## src/rtl/paddle_mover.sv

```systemverilog
// Paddle frame sequencer: erases the paddle, waits a dwell period while the
// position steps left or right, redraws it, then pulses done. Pixels are
// emitted one per cycle in row-major order on registered outputs.
module paddle_mover #(
    parameter int          PAD_W       = 16,
    parameter int          PAD_H       = 1,
    parameter int          STEP        = 1,
    parameter int          X_MAX       = 159,
    parameter int          INIT_X      = 75,
    parameter int          Y_POS       = 110,
    parameter int          HOLD_CYCLES = 10000000,
    parameter logic [2:0]  COLOR       = 3'b111
) (
    input  logic       clk,
    input  logic       resetn,
    input  logic       go,
    input  logic       left,
    input  logic       right,
    output logic [7:0] x_out,
    output logic [6:0] y_out,
    output logic [2:0] color_out,
    output logic       plot,
    output logic       busy,
    output logic       done,
    output logic [7:0] pos_x
);

    localparam int CW = (PAD_W > 1) ? $clog2(PAD_W) : 1;
    localparam int RW = (PAD_H > 1) ? $clog2(PAD_H) : 1;
    localparam int HW = (HOLD_CYCLES > 1) ? $clog2(HOLD_CYCLES) : 1;

    localparam logic [CW-1:0] COL_LAST  = CW'(PAD_W - 1);
    localparam logic [RW-1:0] ROW_LAST  = RW'(PAD_H - 1);
    localparam logic [HW-1:0] HOLD_LAST = HW'(HOLD_CYCLES - 1);
    localparam logic [8:0]    STEP9     = 9'(STEP);
    localparam logic [8:0]    LIM9      = 9'(X_MAX - PAD_W + 1);
    localparam logic [6:0]    Y0        = 7'(Y_POS);
    localparam logic [7:0]    X_RST     = 8'(INIT_X);

    typedef enum logic [2:0] {S_IDLE, S_ERASE, S_MOVE, S_DRAW, S_DONE} state_t;
    typedef enum logic [1:0] {D_NONE, D_L, D_R} dir_t;

    state_t        state;
    dir_t          dir;
    dir_t          go_dir;
    logic [CW-1:0] col, ncol;
    logic [RW-1:0] row, nrow;
    logic [HW-1:0] hold_cnt;
    logic          first_frame;
    logic          last_px;
    logic [8:0]    sum9;
    logic [7:0]    new_x;

    // Decode the move request; both or neither held means no move.
    always_comb begin
        go_dir = D_NONE;
        if (left && !right)      go_dir = D_L;
        else if (right && !left) go_dir = D_R;
    end

    // Position after the move, clamped at both screen edges in 9-bit math.
    always_comb begin
        sum9  = {1'b0, pos_x} + STEP9;
        new_x = pos_x;
        case (dir)
            D_R:     new_x = (sum9 > LIM9) ? LIM9[7:0] : sum9[7:0];
            D_L:     new_x = ({1'b0, pos_x} >= STEP9) ? (pos_x - STEP9[7:0]) : 8'd0;
            default: new_x = pos_x;
        endcase
    end

    // Scan counter advance: column inner, row outer.
    always_comb begin
        last_px = (col == COL_LAST) && (row == ROW_LAST);
        ncol    = col + 1'b1;
        nrow    = row;
        if (col == COL_LAST) begin
            ncol = '0;
            nrow = row + 1'b1;
        end
    end

    // Frame sequencer with registered pixel/status outputs.
    always_ff @(posedge clk or negedge resetn) begin
        if (!resetn) begin
            state       <= S_IDLE;
            dir         <= D_NONE;
            col         <= '0;
            row         <= '0;
            hold_cnt    <= '0;
            first_frame <= 1'b1;
            pos_x       <= X_RST;
            x_out       <= '0;
            y_out       <= '0;
            color_out   <= '0;
            plot        <= 1'b0;
            busy        <= 1'b0;
            done        <= 1'b0;
        end else begin
            done <= 1'b0;
            case (state)
                S_IDLE: begin
                    if (go) begin
                        dir  <= go_dir;
                        col  <= '0;
                        row  <= '0;
                        busy <= 1'b1;
                        if (go_dir != D_NONE) begin
                            state     <= S_ERASE;
                            plot      <= 1'b1;
                            x_out     <= pos_x;
                            y_out     <= Y0;
                            color_out <= 3'b000;
                        end else if (first_frame) begin
                            state     <= S_DRAW;
                            plot      <= 1'b1;
                            x_out     <= pos_x;
                            y_out     <= Y0;
                            color_out <= COLOR;
                        end else begin
                            state <= S_DONE;
                            done  <= 1'b1;
                        end
                    end
                end
                S_ERASE: begin
                    if (last_px) begin
                        state    <= S_MOVE;
                        hold_cnt <= '0;
                        col      <= '0;
                        row      <= '0;
                        plot     <= 1'b0;
                        x_out    <= '0;
                        y_out    <= '0;
                    end else begin
                        col   <= ncol;
                        row   <= nrow;
                        x_out <= pos_x + 8'(ncol);
                        y_out <= Y0 + 7'(nrow);
                    end
                end
                S_MOVE: begin
                    if (hold_cnt == HOLD_LAST) begin
                        state     <= S_DRAW;
                        pos_x     <= new_x;
                        plot      <= 1'b1;
                        x_out     <= new_x;
                        y_out     <= Y0;
                        color_out <= COLOR;
                    end else begin
                        hold_cnt <= hold_cnt + 1'b1;
                    end
                end
                S_DRAW: begin
                    if (last_px) begin
                        state       <= S_DONE;
                        done        <= 1'b1;
                        first_frame <= 1'b0;
                        col         <= '0;
                        row         <= '0;
                        plot        <= 1'b0;
                        x_out       <= '0;
                        y_out       <= '0;
                        color_out   <= '0;
                    end else begin
                        col   <= ncol;
                        row   <= nrow;
                        x_out <= pos_x + 8'(ncol);
                        y_out <= Y0 + 7'(nrow);
                    end
                end
                S_DONE: begin
                    state <= S_IDLE;
                    busy  <= 1'b0;
                end
                default: begin
                    state <= S_IDLE;
                    busy  <= 1'b0;
                    plot  <= 1'b0;
                end
            endcase
        end
    end

endmodule

```

## config.mk

```make
export PLATFORM = sky130hd
export DESIGN_NAME = paddle_mover
export DESIGN_NICKNAME = d
export VERILOG_FILES = /design/src/rtl/paddle_mover.sv
export SDC_FILE = /design/constraint.sdc
export NUM_CORES = 1
export LEC_CHECK = 0
export ABC_AREA = 1
export BUFFER_PORTS_ARGS = -buffer_cell sky130_fd_sc_hd__buf_2
export CAP_MARGIN = 20
export CORE_MARGIN = 2
export CORE_UTILIZATION = 25
export DETAILED_ROUTE_END_ITERATION = 10
export PLACE_DENSITY = 0.51
export SLEW_MARGIN = 20
export SYNTH_ARGS = -nofsm -noshare
export SYNTH_HDL_FRONTEND = slang
export SYNTH_SLANG_ARGS = --single-unit
```

## constraint.sdc

```tcl
create_clock -name clk -period 2.4 [get_ports clk]
set_input_delay 0.12 -clock clk [delete_from_list [all_inputs] [get_ports clk]]
set_output_delay 0.12 -clock clk [all_outputs]
set_load 0.02 [all_outputs]
```

==> flow_summary.yaml <==
timing:
  hold_viol_final: 0
  final-setup-viol-count: 0
  slew-limit-headroom_pct: 62.28
  post-route-min-period_ns: 2.334
  max_freq_ghz: 0.4284
  clock_skew_ns: 0.008585
  drv_slew: 0
  period_share_pct: 97.27
  worst_pin_slew_ns: 0.5615
  rsz0062_at_grt: "true"
  whs_ns: 0.1957
worst_setup_path:
  crit_fanout: 3
  critPathLaunch: "col[0]"
  crit_type: "reg2reg"
  reg2reg_to: "x_out[6]"
  start_kind: "flop"
  cp.required_ns: 2.63
  rr_worst_depth: 19
  r2r_setup_slack_ns: 0.07
  endpoint_kind: "flop"
  arrival_ns: 2.57
  reg2reg_from: "col[0]"
yosys:
  ys_ff_latch: 57
  synthTopCellsByCount: "153 x nand2_1, 76 x inv_1, 52 x dfrtp_1, 40 x nand3_1, 37 x nor2_1"
  ys.flop_type: "dfrtp_1"
  ys_types: 43
  synth.most_common_cell: "nand2_1"
  syn_area_um2: 4026
  syn_inst: 556
  yosysTopAreaCell: "dfrtp_1"
  syn-num-nets: 576
  yosysSeqAreaShare_pct: 35.58
  ys_top_cells_by_area: "dfrtp_1 32%, nand2_1 14%, inv_1 7.1%"
  synth-edff-count: 0
  avgSynthCellArea_um2: 7.242
  yosys_warnings: 0
  synth_top_area_share_pct: 32.32
  synthArstFlopShare_pct: 100.0
min_path:
  whs_endpoint: "dir[1]"
  min_from: "right"
  hold-path-cell-count: 4
  hp-class: "in2reg"
final_layout:
  diodes: 0
  fillers: 1688
  seq_area_um2: 1433
  multi_input_area_um2: 2216
  area_growth_pct: 19.83
  fin_nets: 617
  drive_gt1_share_pct: 17.28
  instances_no_fill: 818
die:
  rows: 46
  core_um2: 15830
  dieWidth_um: 130.9
  io_pins: 34
  die-area_um2: 17140
  start_util_pct: 25.44
  fp.dieH_um: 130.9
route:
  dr.pass1.iters: 4
  first_iter_violations: 191
  vias: 3883
  drc: 0
  viasPerCell: 4.747
  wl_per_cell_um: 13.36
  wl_mm: 10.93
  drtAntennaViolNets: 0
grt:
  grt_pass1_vias: 3839
  track_usage_pct: 13.73
  grt_max_degree: 58
  grt_antenna_before_repair: 0
  grt.overflow.total: 0
  grt_pass1_wl_mm: 18.45
placement:
  finalWeightedCongestion: 0.9083
  dp.cells: 799
  dp_hpwl_mm: 8.079
  numPortBuffers: 32
outcome:
  outcome: "complete, no violations"
power_and_ir_drop:
  ir_drop_mv: 0.2068
  leakage_nw: 2.325
  p_total_w: 0.002364
  power_density_nw_per_um2: 490.0
clock_network:
  worstSkewPairLatency_ns: 0.34
  cts.path.max_buffers: 2
  clkSinkCount: 57
  clkTransAtPathRegs_ns: 0.06
  cts.htree.levels: 3
  root_buffer: "clkbuf_16"
  cts_tree: "done"
  cts_buffers: 9
job:
  maxCapViolations: 0
-- what timing repair did --
action	CTS	global route
hold buffers	1	0
pin swaps	6	8
endpoints found under the hold margin	52	0
setup buffers	1	1
gates resized for setup	9	8
endpoints found under the setup margin	1	20
-- kinds of logic (layout without fill, tap and decap cells) --
family                   after synthesis  count (layout)  share of synthesized area, %
buffers and inverters                 97             143                         10.41
AO/OA/AOI/OAI                         76              76                         11.72
XOR/XNOR                              24              24                         5.221
adder cells (fa/ha/maj)               15              15                         4.848
flip-flops                            57              57                         35.58
other                                  1               1                       0.09314
AND/OR/NAND/NOR                      286             286                         32.13
-- worst max-delay path, cell delays in order (launching register included) --
cell	delay, ns
dfrtp_1	0.36
ha_2	0.20
nand2_2	0.07
nor2_2	0.08
inv_1	0.05
nand2_1	0.07
inv_1	0.05
ha_2	0.17
fa_2	0.34
nand2_2	0.08
nand2_2	0.06
a21oi_2	0.15
or2_4	0.15
o21ai_2	0.05
o211ai_1	0.08
nand2_1	0.07
inv_1	0.05
nand2_1	0.04
nand2_1	0.05
nand2_1	0.04
-- flip-flops by register name, summed over array words and instances (netlist names), 2 cells and up --
name,flops
pos_x,8
hold_cnt,24
y_out,2
state,3
col,4
x_out,8
dir,2
-- metrics by stage --
stage	setup TNS, ns	setup slack, ns	instance area, um^2	util [%]
after floorplan	0	0.1427	4026	-
after global placement	0	0.03873	4444	28.08
after detailed placement	-0.04277	-0.04277	4444	28.08
after CTS	0	0.01263	4795	30.29
after global routing	-0.2431	-0.09836	4825	30.48
final	0	0.06557	4825	30.48
-- worst max path at each step --
stage | end | cells past startpoint
final | x_out[6] | 19
after CTS | x_out[6] | 19
after detailed placement | x_out[6] | 19
after global placement | x_out[6] | 19
after global routing | x_out[6] | 19
after floorplan | x_out[6] | 19
-- layer usage --
| layer | up-vias | wire length (um) | part of all wire, % | track usage (%) |
|---|---|---|---|---|
| met5 | - | 0 | 0 | 0 |
| met4 | 0 | 274 | 2.5 | 6.008 |
| met3 | 23 | 561 | 5.1 | 3.176 |
| met2 | 113 | 5240 | 48 | 22.79 |
| met1 | 1855 | 4849 | 44 | 17.09 |
| li1 | 1892 | - | - | - |
-- report_power, final --
group          leakage, nW  switching [W]  internal, W   total, W
registers            0.696              0     0.000963   0.000963
clock network        0.152       0.000463     0.000902    0.00136
logic                 1.48      0.0000273   0.00000916  0.0000365
-- final cells by class --
type,count,share of cell area (%)
Clock inverter,6,1.712
Sequential cell,57,29.69
Clock buffer,10,4.746
Timing Repair Buffer,48,6.120
Multi-Input combinational cell,402,45.93
Tap cell,216,5.602
Inverter,79,6.198
-- cells in the final DEF, fill, tap and decap left out, types with 4 or more instances in the layout --
cell type / instances
nor3_1: 17
xnor2_1: 4
ha_1: 11
nor4_1: 5
o31ai_1: 9
nand4_1: 15
inv_1: 76
o22ai_1: 7
buf_4: 14
a21oi_1: 17
xor2_1: 20
dfrtp_1: 52
o21ai_2: 5
nand3b_1: 4
buf_2: 32
nand3_1: 39
nand2_1: 149
nor2_1: 36
nand2_2: 6
o21ai_0: 21
dfstp_2: 5
clkbuf_16: 9
Note: power is estimated with default switching activity, not from simulation.
